[config.mk]
export PLATFORM = sky130hd
export DESIGN_NAME = instr_fetch_flat
export DESIGN_NICKNAME = d
export VERILOG_FILES = /design/src/rtl/instr_fetch_if.sv /design/src/rtl/instr_fetch.sv /design/src/flat_wrapper.sv
export SDC_FILE = /design/constraint.sdc
export NUM_CORES = 1
export LEC_CHECK = 0
export CAP_MARGIN = 40
export CORE_MARGIN = 2
export CORE_UTILIZATION = 40
export DETAILED_ROUTE_END_ITERATION = 10
export HOLD_SLACK_MARGIN = 0.02
export MAX_ROUTING_LAYER = met4
export PLACE_DENSITY = 0.79
export SETUP_SLACK_MARGIN = 0.5
export SLEW_MARGIN = 20
export SYNTH_ARGS = -nofsm -noshare
export SYNTH_HDL_FRONTEND = slang
export SYNTH_SLANG_ARGS = --single-unit
[constraint.sdc]
create_clock -name clk -period 2 [get_ports clk]
set_input_delay 0.3 -clock clk [delete_from_list [all_inputs] [get_ports clk]]
set_output_delay 0.3 -clock clk [all_outputs]
set_load 0.01 [all_outputs]
[src/rtl/instr_fetch_if.sv]
// Bundle between the fetch sequencer, the control unit, program memory and the IR.
// The master side is the fetch sequencer; the slave side is everything around it.
interface instr_fetch_if #(
  parameter int N      = 17,
  parameter int ADDR_W = 12
);
  logic              fetch_req;
  logic              pc_load;
  logic [ADDR_W-1:0] pc_in;
  logic [ADDR_W-1:0] pc_out;
  logic [ADDR_W-1:0] mem_addr;
  logic              mem_rd_en;
  logic [N-1:0]      mem_rdata;
  logic [N-1:0]      ir_data;
  logic              ir_write_en;
  logic              busy;
  logic              fetch_done;

  modport master (
    input  fetch_req, pc_load, pc_in, mem_rdata,
    output pc_out, mem_addr, mem_rd_en, ir_data, ir_write_en, busy, fetch_done
  );

  modport slave (
    output fetch_req, pc_load, pc_in, mem_rdata,
    input  pc_out, mem_addr, mem_rd_en, ir_data, ir_write_en, busy, fetch_done
  );
endinterface

[src/rtl/instr_fetch.sv]
// Instruction fetch sequencer: owns the PC, reads one word per request from program
// memory and hands it to the IR with a single-cycle write strobe.
module instr_fetch #(
  parameter int N       = 17,
  parameter int ADDR_W  = 12,
  parameter int MEM_LAT = 2
) (
  input logic            clk,
  input logic            rst,
  instr_fetch_if.master  bus
);

  localparam int CW = (MEM_LAT > 1) ? $clog2(MEM_LAT) : 1;

  typedef enum logic [2:0] {
    S_IDLE,
    S_ADDR,
    S_WAIT,
    S_CAPTURE,
    S_ISSUE
  } state_t;

  state_t            state;
  state_t            state_next;
  logic [ADDR_W-1:0] pc;
  logic [N-1:0]      ir_q;
  logic [CW-1:0]     wait_cnt;

  always_ff @(posedge clk or posedge rst) begin
    if (rst) begin
      state <= S_IDLE;
    end else begin
      state <= state_next;
    end
  end

  // Requests are only looked at in IDLE and ISSUE; mid-fetch requests are dropped.
  always_comb begin
    state_next = state;
    unique case (state)
      S_IDLE:    if (bus.fetch_req) state_next = S_ADDR;
      S_ADDR:    state_next = (MEM_LAT == 1) ? S_CAPTURE : S_WAIT;
      S_WAIT:    if (wait_cnt <= CW'(1)) state_next = S_CAPTURE;
      S_CAPTURE: state_next = S_ISSUE;
      S_ISSUE:   state_next = bus.fetch_req ? S_ADDR : S_IDLE;
      default:   state_next = S_IDLE;
    endcase
  end

  // The PC only moves in IDLE (jump) or ISSUE (increment, or jump which wins).
  always_ff @(posedge clk or posedge rst) begin
    if (rst) begin
      pc       <= '0;
      ir_q     <= '0;
      wait_cnt <= '0;
    end else begin
      unique case (state)
        S_IDLE:    if (bus.pc_load) pc <= bus.pc_in;
        S_ADDR:    wait_cnt <= CW'(MEM_LAT - 1);
        S_WAIT:    wait_cnt <= wait_cnt - CW'(1);
        S_CAPTURE: ir_q <= bus.mem_rdata;
        S_ISSUE:   pc <= bus.pc_load ? bus.pc_in : pc + ADDR_W'(1);
        default:   ;
      endcase
    end
  end

  always_comb begin
    bus.mem_rd_en   = (state == S_ADDR);
    bus.ir_write_en = (state == S_ISSUE);
    bus.fetch_done  = (state == S_ISSUE);
    bus.busy        = (state != S_IDLE);
    bus.pc_out      = pc;
    bus.mem_addr    = pc;
    bus.ir_data     = ir_q;
  end

endmodule

[src/flat_wrapper.sv]
// flat-port wrapper written by rule: the top's interface ports become plain ports
module instr_fetch_flat 
#(
  parameter int N       = 17,
  parameter int ADDR_W  = 12,
  parameter int MEM_LAT = 2
)
  (clk, rst, bus_fetch_req, bus_pc_load, bus_pc_in, bus_mem_rdata, bus_pc_out, bus_mem_addr, bus_mem_rd_en, bus_ir_data, bus_ir_write_en, bus_busy, bus_fetch_done);
  instr_fetch_if #(.N(N), .ADDR_W(ADDR_W)) bus_i ();
  input logic clk;
  input logic rst;
  input wire logic [$bits(bus_i.fetch_req)-1:0] bus_fetch_req;
  input wire logic [$bits(bus_i.pc_load)-1:0] bus_pc_load;
  input wire logic [$bits(bus_i.pc_in)-1:0] bus_pc_in;
  input wire logic [$bits(bus_i.mem_rdata)-1:0] bus_mem_rdata;
  output wire logic [$bits(bus_i.pc_out)-1:0] bus_pc_out;
  output wire logic [$bits(bus_i.mem_addr)-1:0] bus_mem_addr;
  output wire logic [$bits(bus_i.mem_rd_en)-1:0] bus_mem_rd_en;
  output wire logic [$bits(bus_i.ir_data)-1:0] bus_ir_data;
  output wire logic [$bits(bus_i.ir_write_en)-1:0] bus_ir_write_en;
  output wire logic [$bits(bus_i.busy)-1:0] bus_busy;
  output wire logic [$bits(bus_i.fetch_done)-1:0] bus_fetch_done;
  assign bus_i.fetch_req = bus_fetch_req;
  assign bus_i.pc_load = bus_pc_load;
  assign bus_i.pc_in = bus_pc_in;
  assign bus_i.mem_rdata = bus_mem_rdata;
  assign bus_pc_out = bus_i.pc_out;
  assign bus_mem_addr = bus_i.mem_addr;
  assign bus_mem_rd_en = bus_i.mem_rd_en;
  assign bus_ir_data = bus_i.ir_data;
  assign bus_ir_write_en = bus_i.ir_write_en;
  assign bus_busy = bus_i.busy;
  assign bus_fetch_done = bus_i.fetch_done;
  instr_fetch #(.N(N), .ADDR_W(ADDR_W), .MEM_LAT(MEM_LAT)) u_core (.clk(clk), .rst(rst), .bus(bus_i));
endmodule
==> flow_metrics.py, run 1 <==
metrics = {
    "floorplan": {
        "placementRows": 23,
        "core-area_um2": 3940,
        "die_area_um2": 4590,
        "ioPinCount": 78,
        "dieHeight_um": 67.7,
        "start_util": 0.412,
        "fp.dieW_um": 67.7,
    },
    "placed_design": {
        "dpl.hpwl_um": 2810,
        "port_buffers": 77,
        "gp_congestion": 0.814,
    },
    "pwr": {
        "p_sw_w": 0.00156,
        "seqPwrFrac": 0.290,
        "power_density_nw_per_um2": 1550,
        "ir_drop_uv": 837,
        "p_comb_frac": 0.566,
        "clockPowerShare": 0.144,
        "cellLeakagePower_nw": 1.32,
        "internal_power_w": 0.00273,
        "switching_share": 0.363,
    },
    "sta": {
        "finalHoldViolations": 0,
        "setup_viol": 0,
        "rsz0062_at_grt": "true",
        "worst_pin_slew_ns": 0.413,
        "finalSetupTns_ns": 0,
        "skew_ns": 0.0114,
        "max_freq_mhz": 634,
        "hold_ws_ns": 0.392,
        "finalCritPeriodShare": 0.788,
        "slew_violations": 0,
        "maxSlewHeadroom": 0.725,
        "layout_min_cycle_time_ns": 1.58,
    },
    "critical_path": {
        "worstSetupPathType": "flop to output pin",
        "startpoint": "u_core.state[0]",
        "reg2reg_depth": 6,
        "cp-end-kind": "output pin",
        "r2r_slack_ns": 0.44,
        "critPathMaxStageDelay_ns": 0.45,
        "crit_slowest_cell": "dfrtp_2",
        "cp.required_ns": 1.70,
        "critPathMaxFanout": 4,
        "path_cells": "buf_6, nor3b_4, buf_2",
        "timing.rr.start": "u_core.state[0]",
        "start_kind": "flop",
        "r2r_end": "u_core.bus.mem_addr[7]",
        "crit_arrival_ns": 1.28,
    },
    "logic_synthesis": {
        "synth_ff_type": "dfrtp_1",
        "ys_types": 38,
        "syn_avg_cell_area_um2": 11.3,
        "postSynthCellCount": 144,
        "synth_edf_count": 0,
        "yosysWarningCount": 0,
        "syn_area_um2": 1630,
        "synth-seq-area-share": 0.493,
        "synthArstFlopShare": 1.00,
        "syn_nets": 178,
        "yosys_register_bits": 32,
    },
    "final_layout": {
        "area_delta_synth_final_pct": 70.5,
        "final-seq-area_um2": 811,
        "layout-drive-gt1-share": 0.348,
        "fillCellCount": 312,
        "nets": 277,
        "antennaDiodeCount": 0,
        "multi_input_area_um2": 726,
    },
    "global_route": {
        "grt.total_usage": 0.202,
        "antenna_found_initial": 0,
        "grt_pass1_vias": 1418,
        "grt_overflow_total": 0,
        "grt_max_degree": 33,
        "grt_pass1_wl_um": 6440,
    },
    "clock_tree": {
        "clockBufferDepth": 2,
        "clk_latency_ns": 0.29,
        "cts_sinks": 32,
        "cts_tree": "yes",
        "path_clk_slew_ns": 0.07,
        "htree_levels": 2,
        "cts_root_buffer": "clkbuf_8",
        "cts_made_buffers": 5,
    },
    "detailed_routing": {
        "drtAntennaViolNets": 0,
        "via_per_inst": 5.16,
        "wl_per_cell_um": 15.6,
        "vias": 1516,
        "wl_um": 4600,
        "drtIter0Drc": 87,
        "firstDrtPassIters": 4,
        "drc_errors": 0,
    },
    "status": {
        "status": "finished clean",
    },
    "job": {
        "cap_violations": 0,
    },
    "min_path": {
        "hold_path_class": "primary input to asynchronous set/reset pin",
    },
}
[critical path, delay by kind of cell (launching register included)]
kind	cells	cell delay [ns]
simple gates	1	0.23
buf+inv	2	0.30
flops	1	0.45
[worst max path at each step]
stage / cells after the start / endpoint / slack [ns]
6_report: 3 / bus_ir_write_en / 0.42
5_1_grt: 3 / bus_ir_write_en / 0.35
4_1_cts: 3 / bus_ir_write_en / 0.42
3_5_place_dp: 5 / u_core.bus.mem_addr[4] / 0.12
3_3_place_gp: 5 / u_core.bus.mem_addr[4] / 0.21
2_1_floorplan: 5 / u_core.bus.mem_addr[3] / 0.49
[routing by layer]
layer  vias up  GRT usage  routed length, µm  share of wire
met2        72      0.317               2380           0.52
met3        14     0.0683                337          0.073
met4         0     0.0918                 86          0.019
met1       738      0.233               1800           0.39
met5         -          -                  0              0
li1        692          -                  -              -
[Yosys cell counts, types with 3 or more instances]
cell type | count | share of area
nor3_1 | 3 | 0.0092
mux2_2 | 17 | 0.12
nand3_1 | 3 | 0.0092
nand2_1 | 12 | 0.028
nor2_1 | 7 | 0.016
o21ai_0 | 7 | 0.022
a31oi_1 | 3 | 0.012
dfrtp_1 | 32 | 0.49
a22oi_1 | 3 | 0.014
buf_4 | 13 | 0.060
nand4_1 | 3 | 0.012
inv_1 | 7 | 0.016
xnor2_1 | 5 | 0.027
[final cells by class]
| cell class | instances | share of cell area |
|---|---|---|
| Clock buffer | 6 | 0.0262 |
| Clock inverter | 2 | 0.0126 |
| Inverter | 7 | 0.00948 |
| Multi-Input combinational cell | 88 | 0.262 |
| Sequential cell | 32 | 0.293 |
| Tap cell | 50 | 0.0226 |
| Timing Repair Buffer | 109 | 0.375 |
[metrics by stage]
step	total power (W)	util	instance area (µm²)	instances	setup slack (ns)
3_5_place_dp	0.00341	0.600	2360	260	0.121
5_1_grt	0.00456	0.703	2770	294	0.353
3_3_place_gp	0.00335	0.600	2360	260	0.213
2_1_floorplan	0.00244	-	1630	144	0.495
6_report	0.00429	0.703	2770	294	0.423
4_1_cts	0.00416	0.667	2630	287	0.417
[cells by family after synthesis]
kind of cell,synth area share
fa+ha+maj,0.00770
mux,0.130
xor+xnor,0.0323
compound gates,0.0939
buf+inv,0.102
flops,0.493
simple gates,0.142
[power groups by stage]
stage	Clock, W	Combinational [W]	Sequential (W)
6_report	0.000618	0.00243	0.00124
4_1_cts	0.000622	0.00231	0.00123
5_1_grt	0.000651	0.00261	0.00129
3_3_place_gp	0	0.00202	0.00132
3_5_place_dp	0	0.00206	0.00135
2_1_floorplan	0	0.00107	0.00138
[state kept, by name, indices dropped and copies added (netlist names)]
signal               flops
u_core.bus.ir_data      17
u_core.bus.mem_addr     12
u_core.state             3
[what timing repair did]
item,CTS,global route
endpoints found under the setup margin,39,28
hold buffers,0,0
buffers inserted,19,7
pin swaps,3,17
resized for setup,52,32
[placed cells by master (no fill, tap or decap), drive strengths merged, types with 2 or more instances in the layout]
| cell type | count |
|---|---|
| clkdlybuf4s50 | 35 |
| buf | 35 |
| dfrtp | 32 |
| dlygate4sd2 | 25 |
| mux2 | 17 |
| dlymetal6s2s | 14 |
| nand2 | 12 |
| inv | 7 |
| nor2 | 7 |
| o21ai | 7 |
| clkbuf | 6 |
| xnor2 | 5 |
| nand3 | 4 |
| nor3 | 4 |
| nand4 | 3 |
| a22oi | 3 |
| a31oi | 3 |
| a21oi | 2 |
| a311oi | 2 |
| mux2i | 2 |
| nor3b | 2 |
Note: power is estimated with default switching activity, not from simulation.
==> inputs of run 2 (changes only) <==
--- a/config.mk
+++ b/config.mk
@@ -7,11 +7,11 @@
 export LEC_CHECK = 0
 export CAP_MARGIN = 40
 export CORE_MARGIN = 2
-export CORE_UTILIZATION = 40
+export CORE_UTILIZATION = 37
 export DETAILED_ROUTE_END_ITERATION = 10
 export HOLD_SLACK_MARGIN = 0.02
 export MAX_ROUTING_LAYER = met4
-export PLACE_DENSITY = 0.79
+export PLACE_DENSITY = 0.77
 export SETUP_SLACK_MARGIN = 0.5
 export SLEW_MARGIN = 20
 export SYNTH_ARGS = -nofsm -noshare
==> constraint.sdc (replaced) <==
create_clock -name clk -period 1.4 [get_ports clk]
set_input_delay 0.21 -clock clk [delete_from_list [all_inputs] [get_ports clk]]
set_output_delay 0.21 -clock clk [all_outputs]
set_load 0.01 [all_outputs]
==> run 2 against run 1 <==
Compared with the run above: the flow now finishes with violations (setup timing); clock power rose by 8.4%; worst hold slack got worse by 0.14 ns; utilization rose by 6.7 points; flip-flop and latch count did not move; count of clock-buffer cells in the layout did not move; combinational power rose by 120%; sequential power rose by 46%; cell area rose by 19%; final cell count rose by 14%; setup slack got worse by 0.56 ns; first-iteration DRC count rose by 5.7%; critical path type is now flop to flop.
==> flow_metrics.py, run 2 (synthesis results as in run 1) <==
metrics = {
    "critical_path": {
        "start_kind": "flop",
        "crit_slowest_cell": "dfrtp_2",
        "critPathMaxFanout": 4,
        "path_cells": "buf_6, ha_4, nand4_1, buf_4, nor3_4, a221o_1",
        "cp.required_ns": 1.57,
        "worstSetupPathType": "flop to flop",
        "crit_arrival_ns": 1.71,
        "critPathMaxStageDelay_ns": 0.41,
        "cp-end-kind": "flop",
    },
    "clock_tree": {
        "path_clk_slew_ns": 0.07,
        "clk_latency_ns": 0.29,
        "htree_levels": 2,
        "cts_sinks": 32,
        "cts_made_buffers": 5,
        "clockBufferDepth": 2,
        "cts_tree": "yes",
        "cts_root_buffer": "clkbuf_8",
    },
    "sta": {
        "skew_ns": 0.00810,
        "finalHoldViolations": 0,
        "setup_viol": 26,
        "worst_pin_slew_ns": 0.335,
        "finalSetupTns_ns": -1.47,
        "hold_ws_ns": 0.256,
        "max_freq_mhz": 650,
        "finalCritPeriodShare": 1.10,
        "slew_violations": 0,
        "maxSlewHeadroom": 0.776,
        "setup_slack_ns": -0.140,
        "layout_min_cycle_time_ns": 1.54,
        "rsz0062_at_grt": "true",
    },
    "pwr": {
        "clockPowerShare": 0.087,
        "seqPwrFrac": 0.234,
        "power_density_nw_per_um2": 2330,
        "internal_power_w": 0.00491,
        "p_comb_frac": 0.679,
        "switching_share": 0.363,
        "cellLeakagePower_nw": 1.52,
        "ir_drop_uv": 1180,
        "p_sw_w": 0.00280,
    },
    "floorplan": {
        "ioPinCount": 78,
        "die_area_um2": 4940,
        "core-area_um2": 4290,
        "start_util": 0.378,
        "fp.dieW_um": 70.3,
        "dieHeight_um": 70.3,
        "placementRows": 24,
    },
    "global_route": {
        "grt_pass1_vias": 1631,
        "grt_pass1_wl_um": 7830,
        "antenna_found_initial": 0,
        "grt_max_degree": 21,
        "grt_overflow_total": 0,
        "grt.total_usage": 0.209,
    },
    "final_layout": {
        "largest_reg_flops": 17,
        "fillCellCount": 271,
        "fin_cells": 335,
        "final-seq-area_um2": 811,
        "layout-drive-gt1-share": 0.636,
        "nets": 317,
        "area_delta_synth_final_pct": 104,
        "layout_common_cells": "buf_6 (60), clkdlybuf4s50_1 (32), buf_4 (28), dfrtp_1 (24), buf_2 (21)",
        "layout_commonest_cell": "buf_6",
        "multi_input_area_um2": 828,
        "antennaDiodeCount": 0,
    },
    "detailed_routing": {
        "drc_errors": 0,
        "wl_um": 5890,
        "firstDrtPassIters": 5,
        "via_per_inst": 5.15,
        "wl_per_cell_um": 17.6,
        "vias": 1725,
        "drtIter0Drc": 92,
        "drtAntennaViolNets": 0,
    },
    "min_path": {
        "hold_path_class": "primary input to asynchronous set/reset pin",
    },
    "placed_design": {
        "dp.cells": 280,
        "dpl.hpwl_um": 3080,
        "place_ws_ns": -0.240,
        "port_buffers": 77,
        "gp_congestion": 0.831,
    },
    "status": {
        "violations": "setup timing",
        "status": "finished with violations",
    },
    "job": {
        "cap_violations": 0,
    },
}
## run 2: final timing paths
check                                              end  slack (ns)  depth (start not counted)              startpoint
worst max-delay path            u_core.bus.mem_addr[8]       -0.14                          6  u_core.bus.mem_addr[1]
worst min-delay path            u_core.bus.mem_addr[3]        0.26                          2                     rst
worst max register to register  u_core.bus.mem_addr[8]       -0.14                          6  u_core.bus.mem_addr[1]
worst min register to register   u_core.bus.ir_data[4]        0.50                          1   u_core.bus.ir_data[4]
max in group asynchronous       u_core.bus.mem_addr[5]        0.72                          3                     rst
min in group clk                u_core.bus.mem_addr[1]        0.47                          3            bus_pc_in[1]
## run 2: layout make-up
class / instances / share of cell area
Clock inverter: 1 / 0.00151
Tap cell: 52 / 0.0197
Inverter: 7 / 0.0106
Sequential cell: 32 / 0.245
Multi-Input combinational cell: 88 / 0.250
Timing Repair Buffer: 149 / 0.451
Clock buffer: 6 / 0.0219
## run 2: routing by layer
layer	wire length, µm	track usage	part of all wire	up-vias
li1	-	-	-	773
met1	2360	0.252	0.40	859
met2	3010	0.341	0.51	75
met3	392	0.0563	0.067	18
met4	134	0.0684	0.023	0
met5	0	-	0	-
## run 2: metrics by stage
step	power [W]	utilization	cell area, µm²
after floorplan	0.00357	-	1660
after global placement	0.00515	0.596	2560
after detailed placement	0.00524	0.596	2560
after CTS	0.00671	0.685	2940
after global routing	0.00810	0.770	3310
final	0.00771	0.770	3310
## run 2: worst max-delay path: cells and delay by family (launching register included)
family	cells	cell delay, ns
compound gates	1	0.30
fa+ha+maj	1	0.15
flops	1	0.41
buf+inv	2	0.32
simple gates	2	0.24
## run 2: repair_timing
item	in CTS	in global routing
setup endpoints to repair	77	77
cloned	2	1
resized for setup	237	48
hold buffers	0	0
pin swaps	8	14
setup buffers	28	17
## run 2: power by group through the flow
stage,Sequential (W),Clock [W],Combinational [W]
2_1_floorplan,0.00199,0,0.00158
3_3_place_gp,0.00184,0,0.00331
3_5_place_dp,0.00186,0,0.00338
4_1_cts,0.00173,0.000684,0.00429
5_1_grt,0.00186,0.000715,0.00553
6_report,0.00181,0.000670,0.00524
